$ cat src/rtl/ps2_pkg.sv
// Shared constants for the PS/2 host controller: register map, STATUS layout, TX states and
// host-to-device frame layout.
package ps2_pkg;

   localparam logic RegData   = 1'b0;
   localparam logic RegStatus = 1'b1;

   localparam int unsigned StatusRxAvail   = 0;
   localparam int unsigned StatusRxOverflow = 1;
   localparam int unsigned StatusParityErr = 2;
   localparam int unsigned StatusTxBusy    = 3;
   localparam int unsigned StatusTxError   = 4;

   // Frame bits shifted after the start bit: 8 data (LSB first), parity, stop.
   localparam int unsigned Ps2DataBits  = 8;
   localparam int unsigned Ps2ParityIdx = Ps2DataBits;
   localparam int unsigned Ps2StopIdx   = Ps2DataBits + 1;
   localparam int unsigned Ps2BitIdxW   = 4;

   typedef enum logic [2:0] {
      TxIdle,
      TxInhibit,
      TxRequest,
      TxSend,
      TxAck
   } tx_state_e;

   function automatic logic odd_parity(input logic [7:0] data);
      return ~^data;
   endfunction

endpackage

$ cat src/rtl/ps2_scancode_fifo.sv
// Synchronous scancode FIFO; a push into a full FIFO succeeds only when a pop happens in the
// same cycle.
module ps2_scancode_fifo
   import ps2_pkg::*;
#(
   parameter int unsigned DEPTH_LOG2 = 4
) (
   input  logic                  clock,
   input  logic                  reset,
   input  logic                  push,
   input  logic                  pop,
   input  logic [7:0]            push_data,
   output logic [7:0]            head,
   output logic                  full,
   output logic                  empty,
   output logic [DEPTH_LOG2:0]   count
);

   localparam int unsigned Depth = 2 ** DEPTH_LOG2;

   logic [7:0]            mem_q [Depth];
   logic [DEPTH_LOG2-1:0] wr_ptr_q, rd_ptr_q;
   logic [DEPTH_LOG2:0]   count_q, count_d;
   logic                  do_push, do_pop;

   assign empty   = (count_q == '0);
   // Count never exceeds Depth, so its MSB alone marks full.
   assign full    = count_q[DEPTH_LOG2];
   assign count   = count_q;
   assign head    = mem_q[rd_ptr_q];
   assign do_pop  = pop & ~empty;
   assign do_push = push & (~full | do_pop);

   always_comb begin
      count_d = count_q;
      if (do_push && !do_pop) begin
         count_d = count_q + 1'b1;
      end else if (!do_push && do_pop) begin
         count_d = count_q - 1'b1;
      end
   end

   always_ff @(posedge clock) begin
      if (reset) begin
         wr_ptr_q <= '0;
         rd_ptr_q <= '0;
         count_q  <= '0;
      end else begin
         if (do_push) wr_ptr_q <= wr_ptr_q + 1'b1;
         if (do_pop)  rd_ptr_q <= rd_ptr_q + 1'b1;
         count_q <= count_d;
      end
   end

   always_ff @(posedge clock) begin
      if (do_push) mem_q[wr_ptr_q] <= push_data;
   end

endmodule

$ cat src/rtl/ps2_host_controller.sv
// PS/2 host port: scancode FIFO behind a DATA/STATUS bus slave, plus the host-to-device command
// sequencer, which is built only when PS2_HOST_TX_EN is defined.
module ps2_host_controller
   import ps2_pkg::*;
#(
   parameter int unsigned FIFO_DEPTH_LOG2 = 4,
   parameter int unsigned INHIBIT_CYCLES  = 5000,
   parameter int unsigned TIMEOUT_CYCLES  = 1000000
) (
   input  logic       clock,
   input  logic       reset,
   input  logic       bus_address,
   input  logic       bus_read,
   input  logic       bus_write,
   input  logic [7:0] bus_data_in,
   output logic [7:0] bus_data_out,
   output logic       irq,
   input  logic [7:0] rx_scancode,
   input  logic       scancode_ready_set,
   input  logic       parity_error,
   input  logic       edge_found,
   input  logic       ps2_data,
   output logic       ps2_clock_oe,
   output logic       ps2_data_oe
);

   logic                     status_rd, data_rd;
   logic                     tx_busy, tx_error_set;
   logic                     fifo_push, fifo_full, fifo_empty;
   logic [7:0]               fifo_head;
   logic [FIFO_DEPTH_LOG2:0] fifo_count;
   logic                     rx_overflow_q, rx_parity_err_q, tx_error_q, irq_enable_q;
   logic [7:0]               bus_data_out_q, status;
   logic                     unused_count;

   assign status_rd = bus_read & (bus_address == RegStatus);
   assign data_rd   = bus_read & (bus_address == RegData);
   // Receive bytes arriving while a command is in flight are the device echoing noise; drop them.
   assign fifo_push = scancode_ready_set & ~tx_busy;

   ps2_scancode_fifo #(
      .DEPTH_LOG2 (FIFO_DEPTH_LOG2)
   ) u_fifo (
      .clock     (clock),
      .reset     (reset),
      .push      (fifo_push),
      .pop       (data_rd),
      .push_data (rx_scancode),
      .head      (fifo_head),
      .full      (fifo_full),
      .empty     (fifo_empty),
      .count     (fifo_count)
   );

   assign unused_count = ^fifo_count;

   always_comb begin
      status                   = '0;
      status[StatusRxAvail]    = ~fifo_empty;
      status[StatusRxOverflow] = rx_overflow_q;
      status[StatusParityErr]  = rx_parity_err_q;
      status[StatusTxBusy]     = tx_busy;
      status[StatusTxError]    = tx_error_q;
   end

   always_ff @(posedge clock) begin
      if (reset) begin
         rx_overflow_q   <= 1'b0;
         rx_parity_err_q <= 1'b0;
         tx_error_q      <= 1'b0;
         irq_enable_q    <= 1'b0;
         bus_data_out_q  <= '0;
      end else begin
         if (status_rd) begin
            rx_overflow_q   <= 1'b0;
            rx_parity_err_q <= 1'b0;
            tx_error_q      <= 1'b0;
         end
         // New events override the read-clear so none are lost.
         if (fifo_push && fifo_full && !data_rd) rx_overflow_q <= 1'b1;
         if (fifo_push && parity_error)         rx_parity_err_q <= 1'b1;
         if (tx_error_set)                      tx_error_q <= 1'b1;
         if (bus_write && bus_address == RegStatus) irq_enable_q <= bus_data_in[0];
         if (status_rd) begin
            bus_data_out_q <= status;
         end else if (data_rd) begin
            bus_data_out_q <= fifo_empty ? 8'h00 : fifo_head;
         end
      end
   end

   assign bus_data_out = bus_data_out_q;
   assign irq          = ~fifo_empty & irq_enable_q;

`ifdef PS2_HOST_TX_EN

   localparam int unsigned InhibitW = $clog2(INHIBIT_CYCLES + 1);
   localparam int unsigned TimerW   = $clog2(TIMEOUT_CYCLES + 1);

   tx_state_e             state_q, state_d;
   logic [InhibitW-1:0]   inhibit_cnt_q, inhibit_cnt_d;
   logic [TimerW-1:0]     timer_q, timer_d;
   logic [Ps2BitIdxW-1:0] bit_idx_q, bit_idx_d;
   logic [8:0]            tx_frame_q, tx_frame_d;
   logic                  data_oe_q, data_oe_d;
   logic                  edge_q, ps2_edge, timed_out;

   assign ps2_edge  = edge_q & ~edge_found;
   assign timed_out = (state_q != TxIdle) && !ps2_edge &&
                      (timer_q == TimerW'(TIMEOUT_CYCLES - 1));

   always_comb begin
      state_d       = state_q;
      inhibit_cnt_d = inhibit_cnt_q;
      bit_idx_d     = bit_idx_q;
      tx_frame_d    = tx_frame_q;
      data_oe_d     = data_oe_q;
      tx_error_set  = 1'b0;
      unique case (state_q)
         TxIdle: begin
            if (bus_write && bus_address == RegData) begin
               tx_frame_d    = {odd_parity(bus_data_in), bus_data_in};
               inhibit_cnt_d = '0;
               state_d       = TxInhibit;
            end
         end
         TxInhibit: begin
            if (inhibit_cnt_q == InhibitW'(INHIBIT_CYCLES - 1)) begin
               data_oe_d = 1'b1;
               state_d   = TxRequest;
            end else begin
               inhibit_cnt_d = inhibit_cnt_q + 1'b1;
            end
         end
         TxRequest: begin
            bit_idx_d = '0;
            state_d   = TxSend;
         end
         TxSend: begin
            if (ps2_edge) begin
               if (bit_idx_q == Ps2BitIdxW'(Ps2StopIdx)) begin
                  data_oe_d = 1'b0;
                  state_d   = TxAck;
               end else begin
                  data_oe_d = ~tx_frame_q[bit_idx_q];
                  bit_idx_d = bit_idx_q + 1'b1;
               end
            end
         end
         TxAck: begin
            if (ps2_edge) begin
               tx_error_set = ps2_data;
               state_d      = TxIdle;
            end
         end
         default: state_d = TxIdle;
      endcase
      if (timed_out) begin
         data_oe_d    = 1'b0;
         tx_error_set = 1'b1;
         state_d      = TxIdle;
      end
   end

   always_comb begin
      if (state_q == TxIdle || state_d != state_q || ps2_edge) begin
         timer_d = '0;
      end else begin
         timer_d = timer_q + 1'b1;
      end
   end

   always_ff @(posedge clock) begin
      if (reset) begin
         state_q       <= TxIdle;
         inhibit_cnt_q <= '0;
         timer_q       <= '0;
         bit_idx_q     <= '0;
         tx_frame_q    <= '0;
         data_oe_q     <= 1'b0;
         edge_q        <= 1'b0;
      end else begin
         state_q       <= state_d;
         inhibit_cnt_q <= inhibit_cnt_d;
         timer_q       <= timer_d;
         bit_idx_q     <= bit_idx_d;
         tx_frame_q    <= tx_frame_d;
         data_oe_q     <= data_oe_d;
         edge_q        <= edge_found;
      end
   end

   assign tx_busy      = (state_q != TxIdle);
   assign ps2_clock_oe = (state_q == TxInhibit);
   assign ps2_data_oe  = data_oe_q;

`else

   logic unused_tx;

   assign tx_busy      = 1'b0;
   assign tx_error_set = 1'b0;
   assign ps2_clock_oe = 1'b0;
   assign ps2_data_oe  = 1'b0;
   assign unused_tx    = ^{edge_found, ps2_data, bus_data_in[7:1], INHIBIT_CYCLES, TIMEOUT_CYCLES};

`endif

endmodule

$ cat config.mk
export PLATFORM = sky130hd
export DESIGN_NAME = ps2_host_controller
export DESIGN_NICKNAME = d
export VERILOG_FILES = /design/src/rtl/ps2_pkg.sv /design/src/rtl/ps2_scancode_fifo.sv /design/src/rtl/ps2_host_controller.sv
export SDC_FILE = /design/constraint.sdc
export NUM_CORES = 1
export LEC_CHECK = 0
export ABC_AREA = 1
export ABC_CLOCK_PERIOD_IN_PS = 2300
export CORE_ASPECT_RATIO = 1.25
export CORE_MARGIN = 2
export CORE_UTILIZATION = 25
export CTS_CLUSTER_DIAMETER = 80
export DETAILED_ROUTE_END_ITERATION = 6
export MAX_ROUTING_LAYER = met4
export PLACE_DENSITY = 0.43
export SKIP_CTS_REPAIR_TIMING = 1
export SLEW_MARGIN = 30
export SYNTH_ARGS = -nofsm -noshare
export SYNTH_HDL_FRONTEND = slang
export SYNTH_SLANG_ARGS = --single-unit
$ cat constraint.sdc
create_clock -name clock -period 2.3 [get_ports clock]
set_input_delay 0.345 -clock clock [delete_from_list [all_inputs] [get_ports clock]]
set_output_delay 0.345 -clock clock [all_outputs]
set_load 0.01 [all_outputs]
==> results of run 1 <==
synth_stat cells:
library cell and n:
nand2_1 183, edfxtp_1 128, inv_1 103, nand3_1 96, nor2_1 45, dfxtp_1 28, a21oi_1 21, o21ai_0 20
buf_2 12, buf_4 9, ha_1 9, inv_2 4, buf_6 2, clkbuf_1 2, nand2_2 2, nand2_4 2
o211ai_1 2, xor2_1 2, a211oi_2 1, a22oi_1 1, buf_1 1, clkbuf_2 1, clkinv_1 1, clkinv_4 1
conb_1 1, fa_1 1, nand3_2 1, nand4_1 1, nor2_4 1, o21ai_1 1
final timing paths:
check	to	depth (start not counted)	slack, ns	from
worst max register to register	u_fifo.count[4]$_SDFFE_PP0P_	13	0.35	u_fifo.count[2]$_SDFFE_PP0P_
worst min register to register	irq_enable_q$_SDFFE_PP0P_	2	0.46	irq_enable_q$_SDFFE_PP0P_
worst min-delay path	irq_enable_q$_SDFFE_PP0P_	2	0.46	irq_enable_q$_SDFFE_PP0P_
worst max-delay path	u_fifo.count[4]$_SDFFE_PP0P_	17	0.28	bus_read
metrics by stage:
stage | setup TNS [ns] | util
after CTS | 0 | 0.308
after floorplan | 0 | -
final | 0 | 0.308
after detailed placement | -0.507 | 0.286
after global placement | -0.467 | 0.286
after global routing | 0 | 0.308
metal layers:
layer  vias to the layer above  routed length (µm)  track usage
li1                       2336                   -            -
met1                      2154                7350        0.157
met2                        72                8560        0.211
met3                        13                 626       0.0224
met4                         0                 221       0.0356
met5                         -                   0            -
layout make-up:
cell class                      count  area, µm²  share of cell area
Clock buffer                       20        437              0.0530
Clock inverter                     12        148              0.0179
Inverter                          109        414              0.0502
Multi-Input combinational cell    391       1800               0.218
Sequential cell                   156       4410               0.534
Tap cell                          345        432              0.0523
Timing Repair Buffer               68        608              0.0737
state kept, by name (all words and copies together) (netlist names), named ones only:
signal	count
u_fifo.count	5
u_fifo.mem_q	128
rx_overflow_q	1
irq_enable_q	1
u_fifo.wr_ptr_q	4
rx_parity_err_q	1
u_fifo.rd_ptr_q	4
bus_data_out	8
power groups by stage:
stage / registers [µW] / logic (µW) / clock network [µW]
after floorplan: 3330 / 921 / 0
after global placement: 3350 / 1480 / 0
after detailed placement: 3350 / 1480 / 0
after CTS: 3290 / 1490 / 2840
after global routing: 3310 / 1660 / 2960
final: 3290 / 1450 / 2780
cell families (layout without fill, tap and decap cells):
family | count (synthesis) | in the layout | synth area share
flip-flops | 156 | 156 | 0.649
XOR/XNOR | 2 | 2 | 0.00258
adder cells (fa/ha/maj) | 10 | 10 | 0.0196
AND/OR/NAND/NOR | 331 | 331 | 0.206
other | 1 | 2 | 0.000553
AO/OA/AOI/OAI | 46 | 46 | 0.0362
buffers and inverters | 136 | 209 | 0.0856
worst reg2reg max path, cell delays in order, from the launching register on:
cell and delay, ns:
dfxtp_1 0.39, nor2_1 0.07, nand3_1 0.15, nand2_2 0.07
ha_1 0.20, inv_2 0.11, ha_1 0.27, a21oi_1 0.13
nand2_1 0.08, a21oi_1 0.11, o21ai_0 0.11, nand2_1 0.07
nand2_1 0.04, nor2_1 0.09
==> impl_metrics.yaml, run 1 <==
critical_path:
  critPathRequiredTime_ns: 2.65
  criticalPathCategory: "primary input to flop"
  crit_path_start_kind: "primary input"
  path_delay_family: "buffers and inverters"
  cp-end-kind: "flop"
  critPathMaxFanout: 6
  crit_chain: "clkdlybuf4s50_1, inv_2, nor2_4, inv_2, nand2_2, nand2_4, clkinv_4, ha_1, inv_2, fa_1, nand3_1, nand2_1, a21oi_1, o21ai_0, nand2_1, nand2_1, nor2_1"
  cpMaxStageDelayCell: "clkdlybuf4s50_1"
  critPathMaxStageDelay_ns: 0.49
  crit_arrival_ns: 2.37
  critPathBufInv: 5
route:
  drt_iter0_drc: 269
  finalWirelength_mm: 16.8
  firstDrtPassIters: 4
  drtAntennaViolNets: 0
  wl_per_cell_um: 15.2
  vias_per_cell: 4.16
  vias: 4575
  drc: 0
global_route:
  grt_pass1_vias: 4412
  grt_max_degree: 66
  grtUsageTotal: 0.126
  antenna_found_initial: 0
  grt.overflow.total: 0
  grt_pass1_wl_mm: 25.8
finish:
  insertedDiodeCount: 0
  design_area_um2: 8250
  mostFrequentLayoutCells: "nand2_1 (183), edfxtp_1 (128), inv_1 (102), nand3_1 (96), nor2_1 (45)"
  area.growth.synth_to_final_pct: 21.6
  final_net_count: 778
  nFillCells: 2760
  final_common_cell: "nand2_1"
  drive_above_1_share: 0.115
  final_cells: 1101
power:
  vdd_drop_max_uv: 495
  power_density_nw_per_um2: 912
  power.internal_uw: 5430
  clock_power_share: 0.369
  power_uw: 7520
  p_seq_frac: 0.437
  combPwrFrac: 0.193
  switching_share: 0.277
  p_switching_uw: 2090
  p_leak_uw: 0.00338
yosys:
  synth_cell_type_count: 30
  ys_seq_area_frac: 0.649
  syn_inst: 682
  synthesis.area_um2: 6780
  synth_area_leader_cell: "edfxtp_1"
  synth_area_leaders: "edfxtp_1 (57%), nand2_1 (10%), dfxtp_1 (8.3%), nand3_1 (7.1%), inv_1 (5.7%)"
  ys.warnings.count: 0
  postSynthAreaPerCell_um2: 9.95
  yosys.area.top_type_share: 0.567
  ys_ff_latch: 156
sta:
  skew_ns: 0.00930
  setup_viol: 0
  clock.fmax_mhz: 495
  maxSlewHeadroom: 0.527
  hold_ws_ns: 0.459
  slew_viol_final: 0
  hold_violations: 0
  finalCriticalPeriod_ns: 2.02
  layout_setup_ws_ns: 0.278
  worst_pin_slew_ns: 0.707
  rsz0062_at_grt: "no"
  post-route-period-util: 0.879
die:
  core_area_um2: 26700
  start_util: 0.254
  dieHeight_um: 188
  die_w_um: 151
  rows: 67
  die-area_um2: 28500
  ioPinCount: 36
outcome:
  status: "complete, no violations"
clocking:
  clock-sinks: 156
  htreeDepth: 4
  clkTransAtPathRegs_ns: 0.06
  clock_latency_ns: 0.41
  root_buffer: "clkbuf_16"
  cts_tree: "built"
  cts_buffers: 17
  clockBufferDepth: 2
placement:
  preCtsSetupSlack_ns: -0.216
  place_area_um2: 7660
  place.gp.congestion: 0.752
  dp.cells: 1069
  dp_hpwl_mm: 10.7
  io_buffers: 24
worst_hold_path:
  hold_path.class: "flop to flop"
flow_run:
  maxCapViolations: 0
Power figures use the tool's default switching activity.
==> run 2: changes to the inputs <==
--- a/config.mk
+++ b/config.mk
@@ -7,13 +7,14 @@
 export LEC_CHECK = 0
 export ABC_AREA = 1
 export ABC_CLOCK_PERIOD_IN_PS = 2300
+export CELL_PAD_IN_SITES_DETAIL_PLACEMENT = 1
+export CELL_PAD_IN_SITES_GLOBAL_PLACEMENT = 2
 export CORE_ASPECT_RATIO = 1.25
 export CORE_MARGIN = 2
 export CORE_UTILIZATION = 25
 export CTS_CLUSTER_DIAMETER = 80
 export DETAILED_ROUTE_END_ITERATION = 6
-export MAX_ROUTING_LAYER = met4
-export PLACE_DENSITY = 0.43
+export PLACE_DENSITY = 0.58
 export SKIP_CTS_REPAIR_TIMING = 1
 export SLEW_MARGIN = 30
 export SYNTH_ARGS = -nofsm -noshare
==> impl_metrics.yaml, run 2 (synthesis results as in run 1) <==
critical_path:
  critPathMaxFanout: 6
  rr_worst_depth: 11
  criticalPathCategory: "primary input to flop"
  cpMaxStageDelayCell: "clkdlybuf4s50_1"
  critPathMaxStageDelay_ns: 0.50
  path_delay_family: "buffers and inverters"
  critPathBufInv: 6
  rrSetupSlack_ns: 0.25
  crit_path_start_kind: "primary input"
  reg2reg_to: "u_fifo.count[3]$_SDFFE_PP0P_"
  crit_arrival_ns: 2.38
  timing.rr.start: "u_fifo.count[0]$_SDFFE_PP0P_"
  cpMostUsedCell: "inv_2"
  endpoint: "u_fifo.count[3]$_SDFFE_PP0P_"
  critPathRequiredTime_ns: 2.63
  cp.depth: 15
  cp-end-kind: "flop"
  crit_chain: "clkdlybuf4s50_1, inv_2, nor2_4, inv_2, nand2_2, nand2_4, clkinv_4, ha_1, inv_2, ha_1, a21oi_1, nand2_1, xor2_1, o21ai_0, inv_1"
  crit_path_start: "bus_read"
clocking:
  root_buffer: "clkbuf_16"
  htreeDepth: 4
  cts_buffers: 17
  cts_tree: "built"
  clock_latency_ns: 0.44
  clockBufferDepth: 2
  clkTransAtPathRegs_ns: 0.07
  clock-sinks: 156
sta:
  skew_ns: 0.0128
  hold_violations: 0
  rsz0062_at_grt: "no"
  setup_viol: 0
  slew_viol_final: 0
  clock.fmax_mhz: 487
  finalCriticalPeriod_ns: 2.05
  maxSlewHeadroom: 0.488
  layout_setup_ws_ns: 0.248
  worst_pin_slew_ns: 0.765
  post-route-period-util: 0.892
power:
  p_leak_uw: 0.00340
  power_density_nw_per_um2: 932
  power_uw: 7700
  vdd_drop_max_uv: 514
route:
  wl_per_cell_um: 17.2
  drt_iter0_drc: 199
  firstDrtPassIters: 4
  drc: 0
  vias: 4772
  vias_per_cell: 4.35
  finalWirelength_mm: 18.8
  drtAntennaViolNets: 0
finish:
  final_net_count: 774
  area.growth.synth_to_final_pct: 21.8
  drive_above_1_share: 0.117
  final_cells: 1097
  mostFrequentLayoutCells: "nand2_1 (183), edfxtp_1 (128), inv_1 (102), nand3_1 (95), nor2_1 (45)"
  insertedDiodeCount: 0
  largest_reg_flops: 128
  regMostFlops: "u_fifo.mem_q"
  final_common_cell: "nand2_1"
  final_util: 0.309
die:
  rows: 67
  core_area_um2: 26700
  dieHeight_um: 188
  start_util: 0.254
  ioPinCount: 36
  die_w_um: 151
  die-area_um2: 28500
flow_run:
  maxCapViolations: 0
placement:
  dp_hpwl_mm: 12.6
  preCtsSetupSlack_ns: -0.296
  place.gp.congestion: 0.766
  dp.cells: 1065
  io_buffers: 24
outcome:
  status: "complete, no violations"
global_route:
  grt_max_degree: 52
  grt_pass1_vias: 5142
  grt_pass1_wl_mm: 29.2
  grtUsageTotal: 0.141
  grt.overflow.total: 0
  antenna_found_initial: 0
worst_hold_path:
  hold_path.class: "flop to flop"
-- run 2: changes by cell type in the layout (fill, tap and decap cells not counted), moves of 2 or more --
cell,change
buf_4,-4
inv_4,+2
clkinv_2,-3
bufinv_16,-3
clkbuf_1,-2
clkinv_4,+4
clkbuf_8,+2
clkbuf_16,+4
clkinvlp_4,-4
-- run 2: metrics by stage --
step                hold WS (ns)  cell area (µm²)  setup TNS [ns]
floorplan                  0.414             6790               0
global placement           0.445             7630          -0.428
detailed placement         0.463             7630          -0.678
CTS                        0.480             8250               0
global route               0.498             8260               0
finish                     0.475             8260               0
-- run 2: worst register-to-register path, stage by stage (launching register included) --
cell and delay (ns):
dfxtp_2 0.35, nor2_1 0.19, nand3_2 0.14, nand2_2 0.09, ha_1 0.16, inv_2 0.07, ha_1 0.34, a21oi_1 0.14
nand2_1 0.08, xor2_1 0.14, o21ai_0 0.18, inv_1 0.06
-- run 2: how the worst min path moves through the flow --
| stage | start | endpoint | slack, ns | cells after the start |
|---|---|---|---|---|
| after floorplan | reset | bus_data_out[4]$_SDFFE_PP0P_ | 0.41 | 1 |
| after global placement | irq_enable_q$_SDFFE_PP0P_ | irq_enable_q$_SDFFE_PP0P_ | 0.45 | 2 |
| after detailed placement | bus_data_out[4]$_SDFFE_PP0P_ | bus_data_out[4]$_SDFFE_PP0P_ | 0.46 | 2 |
| after CTS | bus_data_out[4]$_SDFFE_PP0P_ | bus_data_out[4]$_SDFFE_PP0P_ | 0.48 | 2 |
| after global routing | irq_enable_q$_SDFFE_PP0P_ | irq_enable_q$_SDFFE_PP0P_ | 0.50 | 2 |
| final | bus_data_out[4]$_SDFFE_PP0P_ | bus_data_out[4]$_SDFFE_PP0P_ | 0.48 | 2 |
-- run 2: metal layers --
metal	part of all wire	vias to the layer above	track usage
met5	0	-	0
met4	0.022	0	0.0546
met3	0.023	23	0.0304
met2	0.52	54	0.248
met1	0.43	2370	0.164
li1	-	2325	-
-- run 2: power by group --
part,switching (µW),internal [µW]
Clock,1200,1710
Sequential,91.9,3200
Combinational,976,521
Total,2260,5440
-- run 2: layout make-up --
| cell class | instances | area (µm²) |
|---|---|---|
| well taps | 345 | 432 |
| fillers | 3040 | 18500 |
| repair buffers | 64 | 578 |
| multi-input cells | 391 | 1810 |
| inverters | 109 | 414 |
| clock inverters | 8 | 65.1 |
| clock buffers | 24 | 557 |
| flip-flops and latches | 156 | 4410 |
==> run 3: changes to the inputs <==
--- a/config.mk
+++ b/config.mk
@@ -14,6 +14,7 @@
 export CORE_UTILIZATION = 25
 export CTS_CLUSTER_DIAMETER = 80
 export DETAILED_ROUTE_END_ITERATION = 6
+export HOLD_SLACK_MARGIN = 0.06
 export PLACE_DENSITY = 0.58
 export SKIP_CTS_REPAIR_TIMING = 1
 export SLEW_MARGIN = 30
==> results of run 3 <==
Final layout, timing and power as in run 2 (identical DEF).
